File: src/rtl/sdram_pkg.sv
// sdram_pkg: definitions shared by the SDRAM controller and the host-side
// arbiter.
//   BANK_W / ROW_W / COL_W : host address field widths
//   HADDR_W                : host byte-address width (bank+row+col)
//   arb_state_t            : arbiter FSM state encoding
package sdram_pkg;

    localparam int BANK_W  = 2;
    localparam int ROW_W   = 13;
    localparam int COL_W   = 10;
    localparam int HADDR_W = BANK_W + ROW_W + COL_W;

    typedef enum logic [1:0] {
        ARB     = 2'd0,
        ISSUE   = 2'd1,
        WAIT_RD = 2'd2
    } arb_state_t;

endpackage

File: src/rtl/sdram_arbiter_rr_select.sv
// rr_select: combinational round-robin picker.
//   req   : request vector, one bit per port
//   ptr   : highest-priority port index (must be < NUM_PORTS)
//   grant : first requesting port at or after ptr, wrapping
//   found : at least one request present
module rr_select #(
    parameter int NUM_PORTS = 2,
    parameter int PORT_W    = 2
) (
    input  logic [NUM_PORTS-1:0] req,
    input  logic [PORT_W-1:0]    ptr,
    output logic [PORT_W-1:0]    grant,
    output logic                 found
);

    logic [2*NUM_PORTS-1:0] rot;

    always_comb begin
        // Bit k of the rotated vector is port (ptr+k) mod NUM_PORTS.
        rot   = {req, req} >> ptr;
        grant = '0;
        found = 1'b0;
        // Scan farthest-first so the port nearest ptr overwrites the rest.
        for (int k = NUM_PORTS - 1; k >= 0; k--) begin
            if (rot[k]) begin
                grant = (int'(ptr) + k >= NUM_PORTS) ? PORT_W'(int'(ptr) + k - NUM_PORTS)
                                                     : PORT_W'(int'(ptr) + k);
                found = 1'b1;
            end
        end
    end

endmodule

File: src/rtl/sdram_arbiter.sv
// sdram_arbiter: round-robin share of the single-port SDRAM controller
// host interface among NUM_PORTS requesters, one transaction in flight.
//   req_*        : per-port request (valid/we/addr/wdata), held until req_ready
//   req_ready    : one-hot pulse in the cycle the controller acks the request
//   rsp_*        : one-hot read response pulse, rsp_err marks a watchdog abort
//   sdram_*      : controller host interface (enables held until ack)
//   arb_busy     : high whenever a transaction is in progress
module sdram_arbiter
    import sdram_pkg::*;
#(
    parameter int NUM_PORTS   = 2,
    parameter int HADDR_WIDTH = HADDR_W,
    parameter int PORT_W      = 2,
    parameter int RD_TIMEOUT  = 63
) (
    input  logic                             clk,
    input  logic                             rst,
    input  logic [NUM_PORTS-1:0]             req_valid,
    input  logic [NUM_PORTS-1:0]             req_we,
    input  logic [NUM_PORTS*HADDR_WIDTH-1:0] req_addr,
    input  logic [NUM_PORTS*8-1:0]           req_wdata,
    output logic [NUM_PORTS-1:0]             req_ready,
    output logic [NUM_PORTS-1:0]             rsp_valid,
    output logic                             rsp_err,
    output logic [7:0]                       rsp_data,
    output logic [HADDR_WIDTH-1:0]           sdram_wr_addr,
    output logic [7:0]                       sdram_wr_data,
    output logic                             sdram_wr_enable,
    output logic [HADDR_WIDTH-1:0]           sdram_rd_addr,
    output logic                             sdram_rd_enable,
    input  logic                             sdram_ack,
    input  logic                             sdram_rd_ready,
    input  logic [7:0]                       sdram_rd_data,
    output logic                             arb_busy
);

    localparam int WD_W = $clog2(RD_TIMEOUT + 1);

    arb_state_t             state;
    logic [PORT_W-1:0]      rr_ptr;
    logic [PORT_W-1:0]      grant_r;
    logic                   we_r;
    logic [HADDR_WIDTH-1:0] addr_r;
    logic [7:0]             wdata_r;
    logic [WD_W-1:0]        wd;

    logic [PORT_W-1:0]      sel;
    logic                   found;
    logic                   sel_we;
    logic [HADDR_WIDTH-1:0] sel_addr;
    logic [7:0]             sel_wdata;

    function automatic logic [NUM_PORTS-1:0] port_onehot(input logic [PORT_W-1:0] idx);
        return {{(NUM_PORTS-1){1'b0}}, 1'b1} << idx;
    endfunction

    function automatic logic [PORT_W-1:0] next_port(input logic [PORT_W-1:0] idx);
        return (idx == PORT_W'(NUM_PORTS - 1)) ? '0 : idx + 1'b1;
    endfunction

    rr_select #(
        .NUM_PORTS (NUM_PORTS),
        .PORT_W    (PORT_W)
    ) u_rr_select (
        .req   (req_valid),
        .ptr   (rr_ptr),
        .grant (sel),
        .found (found)
    );

    always_comb begin
        sel_we    = 1'b0;
        sel_addr  = '0;
        sel_wdata = '0;
        for (int i = 0; i < NUM_PORTS; i++) begin
            if (sel == PORT_W'(i)) begin
                sel_we    = req_we[i];
                sel_addr  = req_addr[i*HADDR_WIDTH +: HADDR_WIDTH];
                sel_wdata = req_wdata[i*8 +: 8];
            end
        end
    end

    // req_ready must coincide with the ack cycle: a registered pulse would
    // arrive while the requester still holds req_valid and cause a re-grant.
    assign req_ready     = (state == ISSUE && sdram_ack) ? port_onehot(grant_r) : '0;
    assign arb_busy      = (state != ARB);
    assign sdram_wr_addr = addr_r;
    assign sdram_rd_addr = addr_r;
    assign sdram_wr_data = wdata_r;

    always_ff @(posedge clk or posedge rst) begin
        if (rst) begin
            state           <= ARB;
            rr_ptr          <= '0;
            grant_r         <= '0;
            we_r            <= 1'b0;
            addr_r          <= '0;
            wdata_r         <= '0;
            wd              <= '0;
            sdram_wr_enable <= 1'b0;
            sdram_rd_enable <= 1'b0;
            rsp_valid       <= '0;
            rsp_err         <= 1'b0;
            rsp_data        <= '0;
        end else begin
            rsp_valid <= '0;
            rsp_err   <= 1'b0;
            case (state)
                ARB: begin
                    if (found) begin
                        grant_r         <= sel;
                        we_r            <= sel_we;
                        addr_r          <= sel_addr;
                        wdata_r         <= sel_wdata;
                        sdram_wr_enable <= sel_we;
                        sdram_rd_enable <= ~sel_we;
                        state           <= ISSUE;
                    end
                end
                ISSUE: begin
                    // Ack may be stretched by refresh; keep the enable up until it comes.
                    if (sdram_ack) begin
                        sdram_wr_enable <= 1'b0;
                        sdram_rd_enable <= 1'b0;
                        rr_ptr          <= next_port(grant_r);
                        wd              <= '0;
                        state           <= we_r ? ARB : WAIT_RD;
                    end
                end
                WAIT_RD: begin
                    // rd_ready takes priority over a watchdog expiring in the same cycle.
                    if (sdram_rd_ready) begin
                        rsp_data  <= sdram_rd_data;
                        rsp_valid <= port_onehot(grant_r);
                        state     <= ARB;
                    end else if (wd == WD_W'(RD_TIMEOUT)) begin
                        rsp_data  <= '0;
                        rsp_err   <= 1'b1;
                        rsp_valid <= port_onehot(grant_r);
                        state     <= ARB;
                    end else begin
                        wd <= wd + 1'b1;
                    end
                end
                default: state <= ARB;
            endcase
        end
    end

endmodule

File: config.mk
export PLATFORM = sky130hd
export DESIGN_NAME = sdram_arbiter
export DESIGN_NICKNAME = d
export VERILOG_FILES = /design/src/rtl/sdram_pkg.sv /design/src/rtl/sdram_arbiter_rr_select.sv /design/src/rtl/sdram_arbiter.sv
export SDC_FILE = /design/constraint.sdc
export NUM_CORES = 1
export LEC_CHECK = 0
export BUFFER_PORTS_ARGS = -buffer_cell sky130_fd_sc_hd__buf_4
export CAP_MARGIN = 5
export CORE_MARGIN = 3
export CORE_UTILIZATION = 35
export DETAILED_ROUTE_END_ITERATION = 12
export GPL_TIMING_DRIVEN = 0
export PLACE_DENSITY_LB_ADDON = 0.05
export SKIP_CTS_REPAIR_TIMING = 1
export SLEW_MARGIN = 10
export SYNTH_ARGS = -nofsm -noshare
export SYNTH_HDL_FRONTEND = slang
export SYNTH_SLANG_ARGS = --single-unit
File: constraint.sdc
create_clock -name clk -period 2.15 [get_ports clk]
set_input_delay 0.3225 -clock clk [delete_from_list [all_inputs] [get_ports clk]]
set_output_delay 0.3225 -clock clk [all_outputs]
set_load 0.01 [all_outputs]
# --- Word level (Yosys, flattened, before mapping) ---
# Index checks and enable logic that the tools add are counted.
op_classes:
  shifts: 2
  addsub: 5
  reduce_logical: 13
  order_cmp: 2
  n_div: 0
  multipliers: 0
  bitwise_logic: 1
  muxes: 37
  eq_ne: 10
ops:
  columns: ["cell", "n"]
  rows:
  - ["$mux W25", 2]
  - ["$mux W8", 4]
  - ["$mux W2", 14]
  - ["$mux W6", 3]
  - ["$pmux W6 S2", 1]
  - ["$mux W1", 10]
  - ["$ne A2 B2 Y1 const B", 4]
  - ["$reduce_bool A2 Y1", 4]
  - ["$add A6 B1 Y6 const B", 1]
  - ["$eq A2 B1 Y1 const B", 3]
  - ["$eq A6 B6 Y1 const B", 1]
  - ["$pmux W2 S3", 1]
  - ["$reduce_and A2 Y1", 3]
  - ["$reduce_and A3 Y1", 2]
  - ["$logic_not A2 Y1", 2]
  - ["$pmux W1 S2", 2]
  - ["$reduce_and A4 Y1", 1]
  - ["$shr A4 B2 Y2", 1]
  - ["$sub A2 B2 Y2 const B", 2]
  - ["$add A2 B1 Y3 const B", 1]
  - ["$ge A3 B2 Y1 const B", 1]
  - ["$ne A3 B3 Y1 const B", 1]
  - ["$add A2 B1 Y2 const B", 1]
  - ["$eq A2 B2 Y1 const B", 1]
  - ["4 further kinds", 4]
word_totals:
  reg_bits: 59
  rom_bits: 0
  mem_bits_rw: 0
  latchBits: 0
  output_inout_bits: 74
  n_memories: 0

# --- Longest topological paths before layout ---
logic_depth:
  ltp_word: 11
  depth_mapped: 6
  ltp_nobuf: 4

# --- By module ---
# Synthesis repeated with hierarchy kept, for this count alone.
hier_totals:
  hier_cells: 275
  area_unflattened_um2: 2937.8
by_module_without_submodules:
  columns: ["module", "cells_each", "seq_area_each_um2", "area_per_inst_um2", "instances"]
  rows:
  - ["sdram_arbiter", 269, 1476.4, 2904.0, 1]
  - ["rr_select", 6, 0.0, 33.8, 1]

# --- Worst setup path before layout ---
# OpenSTA, ideal clock, no wires.
synth_path:
  kind: "flip-flop to output port"
  from: "register state[0]"
  to: "output req_ready[0]"
  n_path_buf: 1
  slack_ns: 0.665
  stages_incl_launch_ff: 5
  arrival_ns: 1.163
  path_cell_list: "dfrtp_1 -> nand2_2 -> or2_1 -> buf_2 -> nor3_1"
synth_via:
  elab_chain_cells: 3
synth_lines:
  columns: ["element", "line", "source"]
  rows:
  - ["from (decl)", "sdram_arbiter.sv:39", "arb_state_t state;"]
  - ["from (signal assigned)", "sdram_arbiter.sv:128", "state <= we_r ? ARB : WAIT_RD;"]
  - ["$eq A2 B1 Y1", "sdram_arbiter.sv:86", "assign req_ready = (state == ISSUE && sdram_ack) ? port_onehot(grant_r) : '0;"]
  - ["$logic_and A1 B1 Y1", "sdram_arbiter.sv:86", null]
  - ["$mux W2", "sdram_arbiter.sv:86", null]
  - ["to (decl)", "sdram_arbiter.sv:22", "output logic [NUM_PORTS-1:0] req_ready,"]
# No other way between the ends.

# --- Final worst setup path ---
# Ends and elaborated chain as after synthesis.

==> impl_metrics.toml <==
[critical_path]
worstPathArrival_ns = 1.63
timing_worst_setup_path_type = "flop to primary output"
slowest_stage = "dfrtp_2"
max_stage_delay_ns = 0.43
rr_endpoint = "sdram_wr_data[2]"
crit_path_start_kind = "flop"
rr_startpoint = "rr_ptr[0]"
required_ns = 1.83
critical_path.cell_chain = "nand2_2 > or2_1 > buf_2 > nor3_1 > buf_4"
cp_max_fo = 10
ff2ff_setup_slack_ns = 0.64
crit_path_end_kind = "primary output"
rr_worst_depth = 5
crit_path_start = "state[0]"

[cells_and_area]
drive_gt1_share_pct = 58.5
syn_to_final_growth_pct = 49.8
antennaDiodeCount = 0
nets = 517
nFillCells = 771

[yosys]
ys_top_cells_by_area = "dfrtp_1 (48%), mux2i_1 (11%), o21ai_2 (10%), buf_4 (6.2%), nand2_1 (5.1%)"
ys_seq_area_share_pct = 48.5
synth.avg_cell_area_um2 = 11.3
synth-compound-area-share_pct = 16.6
ys_ff_latch = 59
ys_warn_count = 0
async_flop_share_pct = 100
syn_nets = 352
netlist_top_cells_count = "dfrtp_1 (59), nand2_1 (41), o21ai_2 (36)"
synth_xor_xnor_area_share_pct = 0
synth_ff_type = "dfrtp_1"
syn_area_mm2 = 0.00305
yosys.area_share.simple_pct = 11.5
ys_types = 38
synthAdderAreaFrac_pct = 0.411
synth_edf_count = 0
yosys.area.top_type = "dfrtp_1"
synth_cells = 269
synth.most_common_cell = "dfrtp_1"
netlist.area_leader.share_pct = 48.5
synthMuxAreaShare_pct = 12.7
synth_top_family_by_area = "compound AO/OA/AOI/OAI gates"

[cts]
cts_buffers = 9
cts_tree = "done"
path_clk_slew_ns = 0.07
clock_latency_ns = 0.33
cts_root_buf = "clkbuf_8"
clock_sinks = 59
clk_path_buf_depth = 2
htreeDepth = 3

[place]
port_buffers = 154
gp_congestion = 0.704
hpwl_mm = 5.59

[global_route]
grt_pass1_vias = 2517
busiest_layer = "met2"
gr-usage-met1_pct = 18.8
grt_pass1_wl_mm = 11.8
grt_usage_pct = 15.1
antenna_found_initial = 0
grtUsageMet2_pct = 24.4
grt_overflow_total = 0
grt_max_degree = 60
grtUsageMet3_pct = 5.40

[routing]
ant_nets = 0
wl_mm = 7.32
wl_per_cell_um = 13.4
drt_iter0_drc = 43
vias = 2525
drt_first_pass_iters = 4
via_per_inst = 4.64
drc = 0

[floorplanning]
io_pins = 156
fp.dieH_um = 99.3
die_w_um = 99.3
initial_core_util_pct = 36.5
core_area_mm2 = 0.00834
die-area_mm2 = 0.00986
core.rowCount = 33

[timing]
hold_ws_ns = 0.112
setup_viol = 0
rsz0062_at_grt = "false"
hold_viol = 0
tightest_slew_ns = 0.729
min_period_ns = 1.95
finalCritPeriodShare_pct = 90.8
clock.fmax_mhz = 512
finalMaxSlewViolations = 0
max-slew-margin-rel_pct = 51.4
finClkSkew_ns = 0.00344
fin_tns_setup_ns = 0

[job]
max-cap-violations = 0

[power_and_ir_drop]
p_per_area_mw_per_mm2 = 1370
total_leakage_power_nw = 2.42
ir_drop_uv = 555

[hold_path]
hold_class = "input port to async pin"

[run_status]
outcome = "completed"
-- worst max-delay path: cells and delay by family (launching register included) --
| kind | cells | cell delay, ns |
|---|---|---|
| flip-flops | 1 | 0.43 |
| AND/OR/NAND/NOR | 3 | 0.50 |
| buffers and inverters | 2 | 0.37 |
-- cell type report --
type                            instances  area (um^2)  area share [%]
Sequential cell                        59         1480            32.4
Multi-Input combinational cell        169         1250            27.5
Timing Repair Buffer                  154         1160            25.3
Buffer                                 39          308            6.75
Clock buffer                           11          151            3.32
Tap cell                              105          131            2.88
Clock inverter                          5         75.1            1.65
Inverter                                2         10.0           0.219
-- metal layers --
layer  share of wire [%]  vias to the layer above
met5                   0                        -
met4                 1.1                        0
met3                 9.5                        8
met2                  48                      103
met1                  41                     1168
li1                    -                     1246
-- worst max-delay path by stage --
stage | end | slack (ns) | cells past startpoint
after floorplan | grant_r[0] | 0.37 | 1
after global placement | sdram_rd_addr[20] | -0.49 | 2
after detailed placement | req_ready[0] | 0.50 | 5
after CTS | req_ready[0] | 0.12 | 5
after global routing | req_ready[0] | 0.07 | 5
final | req_ready[0] | 0.20 | 5
-- sequential cells by signal, indices dropped and copies added (netlist names) --
signal           count
rsp_data             8
rr_ptr               2
wd                   6
sdram_rd_enable      1
rsp_err              1
rsp_valid            2
sdram_wr_data        8
sdram_rd_addr       25
sdram_wr_enable      1
we_r                 1
grant_r              2
state                2
-- where the power goes --
group / leakage (nW) / switching, mW / internal, mW
Sequential: 0.746 / 0.339 / 1.57
Clock: 0.119 / 0.432 / 0.710
Combinational: 1.55 / 1.41 / 1.78
Total: 2.42 / 2.18 / 4.06
-- cell usage in the layout (no fill, tap or decap), types with 2 or more instances in the layout --
cell type / n
a22o_1: 8
o21ai_2: 36
nand2b_1: 2
nand3_1: 2
dfrtp_1: 58
a21oi_1: 2
mux2i_1: 34
buf_6: 8
o21ai_1: 3
and2_0: 2
or2_1: 2
nand3b_1: 2
nor2_1: 5
clkinv_2: 3
nand2_1: 41
buf_4: 179
bufinv_16: 2
mux2_4: 3
clkbuf_8: 11
and3_1: 2
nor3_1: 7
buf_2: 6
-- per-stage QoR --
stage                     worst slack [ns]  utilization, %  instances  cell area (um^2)  power (mW)
after CTS                            0.124            54.7        544              4560        6.36
after floorplan                      0.371               -        269              3050        3.77
after global placement              -0.495            52.0        528              4330        5.15
after global routing                0.0723            54.7        544              4560        6.68
after detailed placement             0.501            52.0        528              4340        5.19
final                                0.197            54.7        544              4560        6.24
-- cell families after synthesis --
logic type                 after synthesis
muxes                                   37
buffers and inverters                   41
AOI/OAI and AO/OA                       58
and+or+nand+nor                         73
adders and majority gates                1
DFF                                     59
No activity file was read; power rests on OpenSTA's default activity.
